**config.mk**
```make
export PLATFORM = sky130hd
export DESIGN_NAME = pipeline_hazard_scoreboard
export DESIGN_NICKNAME = d
export VERILOG_FILES = /design/src/rtl/pipeline_hazard_scoreboard.sv
export SDC_FILE = /design/constraint.sdc
export NUM_CORES = 1
export LEC_CHECK = 0
export CAP_MARGIN = 20
export CORE_MARGIN = 2
export CORE_UTILIZATION = 45
export CTS_BUF_LIST = sky130_fd_sc_hd__clkbuf_4 sky130_fd_sc_hd__clkbuf_8
export CTS_CLUSTER_DIAMETER = 30
export DETAILED_ROUTE_END_ITERATION = 8
export PLACE_DENSITY = 0.72
export SYNTH_ARGS = -nofsm -noshare
export SYNTH_HDL_FRONTEND = slang
export SYNTH_SLANG_ARGS = --single-unit
```
**constraint.sdc**
```tcl
create_clock -name clk -period 9.4 [get_ports clk]
set_input_delay 2.82 -clock clk [delete_from_list [all_inputs] [get_ports clk]]
set_output_delay 2.82 -clock clk [all_outputs]
set_load 0.005 [all_outputs]
```
**src/rtl/pipeline_hazard_scoreboard.sv**
```systemverilog
// Hazard, forwarding and flush control for the 5-stage pipeline, with a
// scoreboard for the multi-cycle mul/div unit and a saturating stall counter.
module pipeline_hazard_scoreboard #(
  parameter int unsigned REG_AW      = 5,
  parameter int unsigned MD_LATENCY  = 4,
  parameter int unsigned STALL_CNT_W = 32
) (
  input  logic                   clk,
  input  logic                   reset,
  input  logic [REG_AW-1:0]      rs_decode,
  input  logic [REG_AW-1:0]      rt_decode,
  input  logic                   uses_rs_decode,
  input  logic                   uses_rt_decode,
  input  logic                   md_op_decode,
  input  logic [REG_AW-1:0]      rs_exe,
  input  logic [REG_AW-1:0]      rt_exe,
  input  logic [REG_AW-1:0]      wreg_dst_exe,
  input  logic                   reg_we_exe,
  input  logic                   is_load_exe,
  input  logic                   md_start_exe,
  input  logic                   branch_taken_exe,
  input  logic [REG_AW-1:0]      wreg_dst_dm,
  input  logic                   reg_we_dm,
  input  logic [REG_AW-1:0]      wreg_dst_wrbck,
  input  logic                   reg_we_wrbck,
  output logic                   stall_fetch,
  output logic                   stall_decode,
  output logic                   clear_exe,
  output logic                   flush_decode,
  output logic [1:0]             forward_srca_sel_exe,
  output logic [1:0]             forward_srcb_sel_exe,
  output logic                   md_busy,
  output logic                   md_wb_valid,
  output logic [REG_AW-1:0]      md_wb_dst,
  output logic [STALL_CNT_W-1:0] stall_count
);

  localparam int unsigned NUM_REGS = 2 ** REG_AW;
  localparam logic [3:0]  LAT      = 4'(MD_LATENCY);

  logic [3:0]             r_md_cnt;
  logic [NUM_REGS-1:0]    r_pending;
  logic [REG_AW-1:0]      r_md_wb_dst;
  logic [STALL_CNT_W-1:0] r_stall_count;

  logic w_md_busy;
  logic w_load_hz;
  logic w_sb_hz;
  logic w_stall;

  function automatic logic [1:0] fwd_sel(
    input logic [REG_AW-1:0] src,
    input logic [REG_AW-1:0] dst_dm,
    input logic              we_dm,
    input logic [REG_AW-1:0] dst_wb,
    input logic              we_wb
  );
    logic [1:0] sel;
    sel = 2'b00;
    if (src != '0 && src == dst_dm && we_dm)
      sel = 2'b10;
    else if (src != '0 && src == dst_wb && we_wb)
      sel = 2'b01;
    return sel;
  endfunction

  always_comb begin
    forward_srca_sel_exe = fwd_sel(rs_exe, wreg_dst_dm, reg_we_dm, wreg_dst_wrbck, reg_we_wrbck);
    forward_srcb_sel_exe = fwd_sel(rt_exe, wreg_dst_dm, reg_we_dm, wreg_dst_wrbck, reg_we_wrbck);
  end

  always_comb begin
    w_md_busy = (r_md_cnt != '0);
    w_load_hz = is_load_exe && reg_we_exe && (wreg_dst_exe != '0) &&
                ((uses_rs_decode && rs_decode == wreg_dst_exe) ||
                 (uses_rt_decode && rt_decode == wreg_dst_exe));
    // Pending bits stay set through the write-back cycle, so readers are
    // released only once the register file holds the MD result.
    w_sb_hz   = (uses_rs_decode && r_pending[rs_decode]) ||
                (uses_rt_decode && r_pending[rt_decode]) ||
                (md_op_decode && w_md_busy);
    w_stall   = (w_load_hz || w_sb_hz) && !branch_taken_exe;
  end

  always_comb begin
    stall_fetch  = w_stall;
    stall_decode = w_stall;
    clear_exe    = w_stall || branch_taken_exe;
    flush_decode = branch_taken_exe;
    md_busy      = w_md_busy;
    md_wb_valid  = (r_md_cnt == 4'd1);
    md_wb_dst    = r_md_wb_dst;
    stall_count  = r_stall_count;
  end

  always_ff @(posedge clk) begin
    if (reset) begin
      r_md_cnt      <= '0;
      r_pending     <= '0;
      r_md_wb_dst   <= '0;
      r_stall_count <= '0;
    end else begin
      if (w_stall && r_stall_count != '1)
        r_stall_count <= r_stall_count + STALL_CNT_W'(1);
      // Accept only when idle; a start while busy is dropped.
      if (w_md_busy) begin
        r_md_cnt <= r_md_cnt - 4'd1;
        if (r_md_cnt == 4'd1)
          r_pending[r_md_wb_dst] <= 1'b0;
      end else if (md_start_exe) begin
        r_md_cnt    <= LAT;
        r_md_wb_dst <= wreg_dst_exe;
        if (wreg_dst_exe != '0)
          r_pending[wreg_dst_exe] <= 1'b1;
      end
    end
  end

endmodule
```
Yosys cells after proc, flatten, opt, wreduce, memory -nomap -nowiden --
Index checks and enable logic that the tools add are counted. W data, S select, Z words.
Storage, ports and cells: bits in registers 73, output and inout port bits 47
Cells by class: reduce and logical (&&, ||, !) cells 34, add/sub/neg operators 2, eq/ne operators 9, bitwise gates (word level) 4, muxes and demuxes 18, magnitude comparators 6
Operators with widths (number):
- $mux W32 | 4
- $add A32 B1 Y32 const B | 1
- $and A32 B32 Y32 | 1
- $ne A32 B32 Y1 const B | 1
- $not A32 Y32 | 1
- $or A32 B32 Y32 | 1
- $eq A5 B5 Y1 | 6
- $lt A5 B6 Y1 const B | 4
- $logic_and A1 B1 Y1 | 20
- $reduce_bool A5 Y1 | 3
- $bmux W1 S5 | 2
- $demux W1 S5 | 2
- $ge A5 B1 Y1 const B | 2
- $mux W4 | 2
- $mux W1 | 6
- $logic_or A1 B1 Y1 | 5
- $eq A4 B1 Y1 const B | 1
- $mux W2 | 2
- $reduce_bool A2 Y1 | 2
- $reduce_bool A4 Y1 | 1
- $sub A4 B1 Y4 const B | 1
- $reduce_and A3 Y1 | 1
- $ne A2 B1 Y1 const B | 1
- $reduce_and A2 Y1 | 1
- 2 further kinds | 2

Depth between registers and ports, before layout --
word-level depth 8, mapped depth 10, gate-level depth less buffers 8

Worst setup path before layout --
OpenSTA, ideal clock, no wires.
path kind input-to-output, start point in rs_decode[0], end point out stall_fetch, buffers on the path 2, arrival time 4375 ps, stages 7, setup slack 2205 ps, data required time 6580 ps, path through buf_6 -> mux4_1 -> a22oi_2 -> a41oi_2 -> a41oi_2 -> a21oi_1 -> buf_4
Between the ends: longest elaborated chain between the ends 7, elaborated cells on any way between the ends 11, those cells by class eq/ne: 1; mux: 2; reduce/logical: 8
RTL lines:
- from (decl) | RTL line 10 | input logic [REG_AW-1:0] rs_decode,
- $bmux W1 S5 | RTL line 79 | w_sb_hz = (uses_rs_decode && r_pending[rs_decode]) ||
- $mux W1 (implied by the code) | RTL line 79
- $logic_and A1 B1 Y1 | RTL line 79
- $logic_or A1 B1 Y1 | RTL line 79
- $logic_or A1 B1 Y1 | RTL line 80 | (uses_rt_decode && r_pending[rt_decode]) ||
- $logic_or A1 B1 Y1 * | RTL line 82 | w_stall = (w_load_hz || w_sb_hz) && !branch_taken_exe;
- $logic_and A1 B1 Y1 * | RTL line 82
- to (decl) | RTL line 26 | output logic stall_fetch,
Mark *: on every way between the ends. The rest lies on a longest branch, timed or not. The select of a mux whose other input is x is not followed.

Worst setup path after layout --
start point in rs_decode[0], end point out stall_decode
Between the ends: longest elaborated chain between the ends 7, elaborated cells on any way between the ends 11, those cells by class eq/ne: 1; mux: 2; reduce/logical: 8
RTL lines:
- $bmux W1 S5 | RTL line 79
- $mux W1 (implied by the code) | RTL line 79
- $logic_and A1 B1 Y1 | RTL line 79
- $logic_or A1 B1 Y1 | RTL line 79
- $logic_or A1 B1 Y1 | RTL line 80
- $logic_or A1 B1 Y1 * | RTL line 82
- $logic_and A1 B1 Y1 * | RTL line 82
- to (decl) | RTL line 27 | output logic stall_decode,
Marks and branches as above.

==> flow_metrics.env <==
export IMPL_p_leak_uw=0.00180
export IMPL_drt_initial_drc_count=148
export IMPL_hold_depth=2
export IMPL_core_mm2=0.00959
export IMPL_synth_flop_cell="dfxtp_1"
export IMPL_cts_tree="done"
export IMPL_cts_hold_buffers=0
export IMPL_regToRegSetupSlack_ns=6.55
export IMPL_ys_ff_latch=73
export IMPL_r2r_end="stall_count[25]"
export IMPL_status="completed"
export IMPL_cp_start_kind="primary input"
export IMPL_viasPerCell=5.77
export IMPL_clk_latency_ns=0.36
export IMPL_critPathKind="in -> out"
export IMPL_hold_violations=0
export IMPL_wl_per_cell_um=16.4
export IMPL_finalPower_uw=780
export IMPL_place_ws_ns=0.923
export IMPL_clock_skew_ns=0.0115
export IMPL_cts_resized=0
export IMPL_fin_cells=727
export IMPL_cp_end_kind="output pin"
export IMPL_reg2regPathDepth=8
export IMPL_p_switching_uw=198
export IMPL_fmax_mhz=118
export IMPL_drcViolationCount=0
export IMPL_nets=636
export IMPL_crit_path_top_delay_cell="clkdlybuf4s50_1"
export IMPL_n_fill_cell=875
export IMPL_dp_hpwl_um=8670
export IMPL_slew_viol_final=0
export IMPL_cts_sinks=73
export IMPL_ant_nets=0
export IMPL_grt_use_total=0.235
export IMPL_grt_max_degree=79
export IMPL_finalWeightedCongestion=0.877
export IMPL_arrival_ns=5.64
export IMPL_tns_ns=0
export IMPL_slew_headroom=0.451
export IMPL_hold_path_end="r_pending[18]"
export IMPL_worstPathCellList="clkdlybuf4s50_1, mux4_1, a22oi_2, a41oi_2, a41oi_2, a21oi_1, clkdlybuf4s50_1"
export IMPL_final_layout_size_suffix_gt1_frac=0.0657
export IMPL_yosysWarnings=0
export IMPL_max_cap_violations=0
export IMPL_fin_ws_ns=0.939
export IMPL_initial_utilization=0.457
export IMPL_post_cts_buffers=0
export IMPL_via_count=4195
export IMPL_die_h_um=103
export IMPL_numCtsBuffers=9
export IMPL_synth_edf_count=0
export IMPL_worst_path_max_fanout=9
export IMPL_rsz0062_at_grt="false"
export IMPL_grt_pass1_wl_um=19600
export IMPL_clk_pin_slew_ns=0.08
export IMPL_sw_frac_of_total=0.254
export IMPL_io_pins=93
export IMPL_post_route_period_util=0.900
export IMPL_ys_async_sr_fraction=0
export IMPL_grt_overflow=0
export IMPL_synth_cells=515
export IMPL_rr_startpoint="stall_count[0]"
export IMPL_period_needed_ns=8.46
export IMPL_n_antenna_cell=0
export IMPL_netlist_area_mm2=0.00439
export IMPL_seq_area_frac_synth=0.333
export IMPL_yosys_area_top_type="dfxtp_1"
export IMPL_dieArea_mm2=0.0106
export IMPL_htree_levels=3
export IMPL_fin_hold_ws_ns=0.501
export IMPL_p_comb_frac=0.156
export IMPL_rows=36
export IMPL_regArea_mm2=0.00146
export IMPL_die_w_um=103
export IMPL_setup_viol=0
export IMPL_crit_required_ns=6.58
export IMPL_p_seq_frac=0.415
export IMPL_clk_path_buf_depth=2
export IMPL_critPathMaxStageDelay_ns=0.81
export IMPL_io_buffers=92
export IMPL_multiInputGateArea_mm2=0.00268
export IMPL_synth_fp_nets=562
export IMPL_post_place_cells=710
export IMPL_hold_path_class="reg -> reg"
export IMPL_avgSynthCellArea_um2=8.52
export IMPL_p_int_uw=582
export IMPL_clkPwrFrac=0.429
export IMPL_grt_antenna_before_repair=0
export IMPL_synth_cell_types=51
export IMPL_synth_area_leaders="dfxtp_1 (33%), a21oi_1 (7.1%), mux4_1 (6.0%)"
export IMPL_area_delta_synth_final_pct=26.6
export IMPL_cts_root_buf="clkbuf_8"
export IMPL_synth_top_area_frac=0.333
export IMPL_wl_um=12000
export IMPL_dr_pass1_iters=4
export IMPL_min_delay_start="r_pending[18]"
export IMPL_tightestPinTransition_ns=0.817
export IMPL_powerDensity_mw_per_mm2=140
export IMPL_grt_pass1_vias=4013
export IMPL_ir_worst_vdd_mv=0.0842
## area by class of cell
type,instances,share of cell area
clock buffers,10,0.0248
repair buffers,94,0.167
flip-flops and latches,73,0.263
inverters,10,0.00676
multi-input cells,401,0.483
clock inverters,6,0.0248
well taps,133,0.0300
## per-layer routing
metal / global-route usage / vias to the layer above / routed length [µm]
li1: - / 2057 / -
met2: 0.386 / 124 / 5560
met4: 0.0554 / 0 / 127
met5: 0 / - / 0
met1: 0.305 / 2004 / 5420
met3: 0.0712 / 10 / 841
## through the flow
| step | util | instance area [µm²] |
|---|---|---|
| 2_1_floorplan | - | 4390 |
| 3_3_place_gp | 0.550 | 5270 |
| 3_5_place_dp | 0.550 | 5270 |
| 4_1_cts | 0.578 | 5550 |
| 5_1_grt | 0.579 | 5550 |
| 6_report | 0.579 | 5550 |
## state kept, by name (all words and copies together) (netlist names)
signal       cells
md_wb_dst        5
r_md_cnt         4
stall_count     32
r_pending       32
## layout by cell type (no fill, tap or decap), drive strengths merged, types with 3 or more instances in the layout
| cell type | netlist | final |
|---|---|---|
| a21oi | 62 | 62 |
| a22oi | 5 | 5 |
| and2 | 3 | 3 |
| and3 | 7 | 7 |
| and3b | 4 | 4 |
| bufinv | 0 | 4 |
| clkbuf | 14 | 11 |
| clkdlybuf4s50 | 0 | 91 |
| dfxtp | 73 | 73 |
| inv | 10 | 11 |
| mux2 | 4 | 4 |
| mux2i | 3 | 3 |
| mux4 | 16 | 16 |
| nand2 | 66 | 66 |
| nand3 | 16 | 16 |
| nand3b | 6 | 6 |
| nand4 | 17 | 17 |
| nor2 | 27 | 27 |
| nor2b | 7 | 7 |
| nor3 | 7 | 7 |
| nor3b | 10 | 10 |
| nor4 | 8 | 8 |
| o21ai | 51 | 51 |
| o31ai | 7 | 7 |
| or3 | 20 | 20 |
| or4 | 8 | 8 |
| xnor2 | 25 | 25 |
| xor2 | 6 | 6 |
## synth_stat cells (8+ instances only)
library cell  count
dfxtp_1          73
nand2_1          66
a21oi_1          62
o21ai_0          35
nor2_1           27
xnor2_1          25
or3_1            20
nand4_1          17
nand3_1          16
o21ai_1          16
clkbuf_1         12
inv_1            10
mux4_1           10
nor3b_1          10
buf_2             9
or4_1             8
## power groups by stage
stage               logic, µW  clock network (µW)  registers [µW]
finish                    122                 335             323
global route              133                 352             325
CTS                       122                 341             323
detailed placement        121                   0             331
global placement          119                   0             330
floorplan                76.2                   0             329
## cell families (layout without fill, tap and decap cells)
logic type      count (synthesis)  after routing  share of synthesized area
xor+xnor                       31             31                     0.0619
simple gates                  209            209                      0.255
fa+ha+maj                       1              1                    0.00285
mux                            23             23                      0.110
buf+inv                        41            120                     0.0548
compound gates                137            137                      0.182
flops                          73             73                      0.333
## critical path, delay by kind of cell
kind | cells | cell delay (ns)
multiplexers | 1 | 0.66
buffers and inverters | 2 | 1.30
AO/OA/AOI/OAI | 4 | 0.86
## worst max-delay path by stage
stage	start	endpoint	slack [ns]	depth (start not counted)
after floorplan	rs_decode[0]	stall_fetch	2.21	7
after global placement	rt_decode[1]	stall_decode	0.99	7
after detailed placement	rs_decode[0]	stall_decode	0.92	7
after CTS	rs_decode[0]	stall_decode	0.92	7
after global routing	rt_decode[1]	stall_fetch	0.78	7
final	rs_decode[0]	stall_decode	0.94	7
Power figures use the tool's default switching activity.
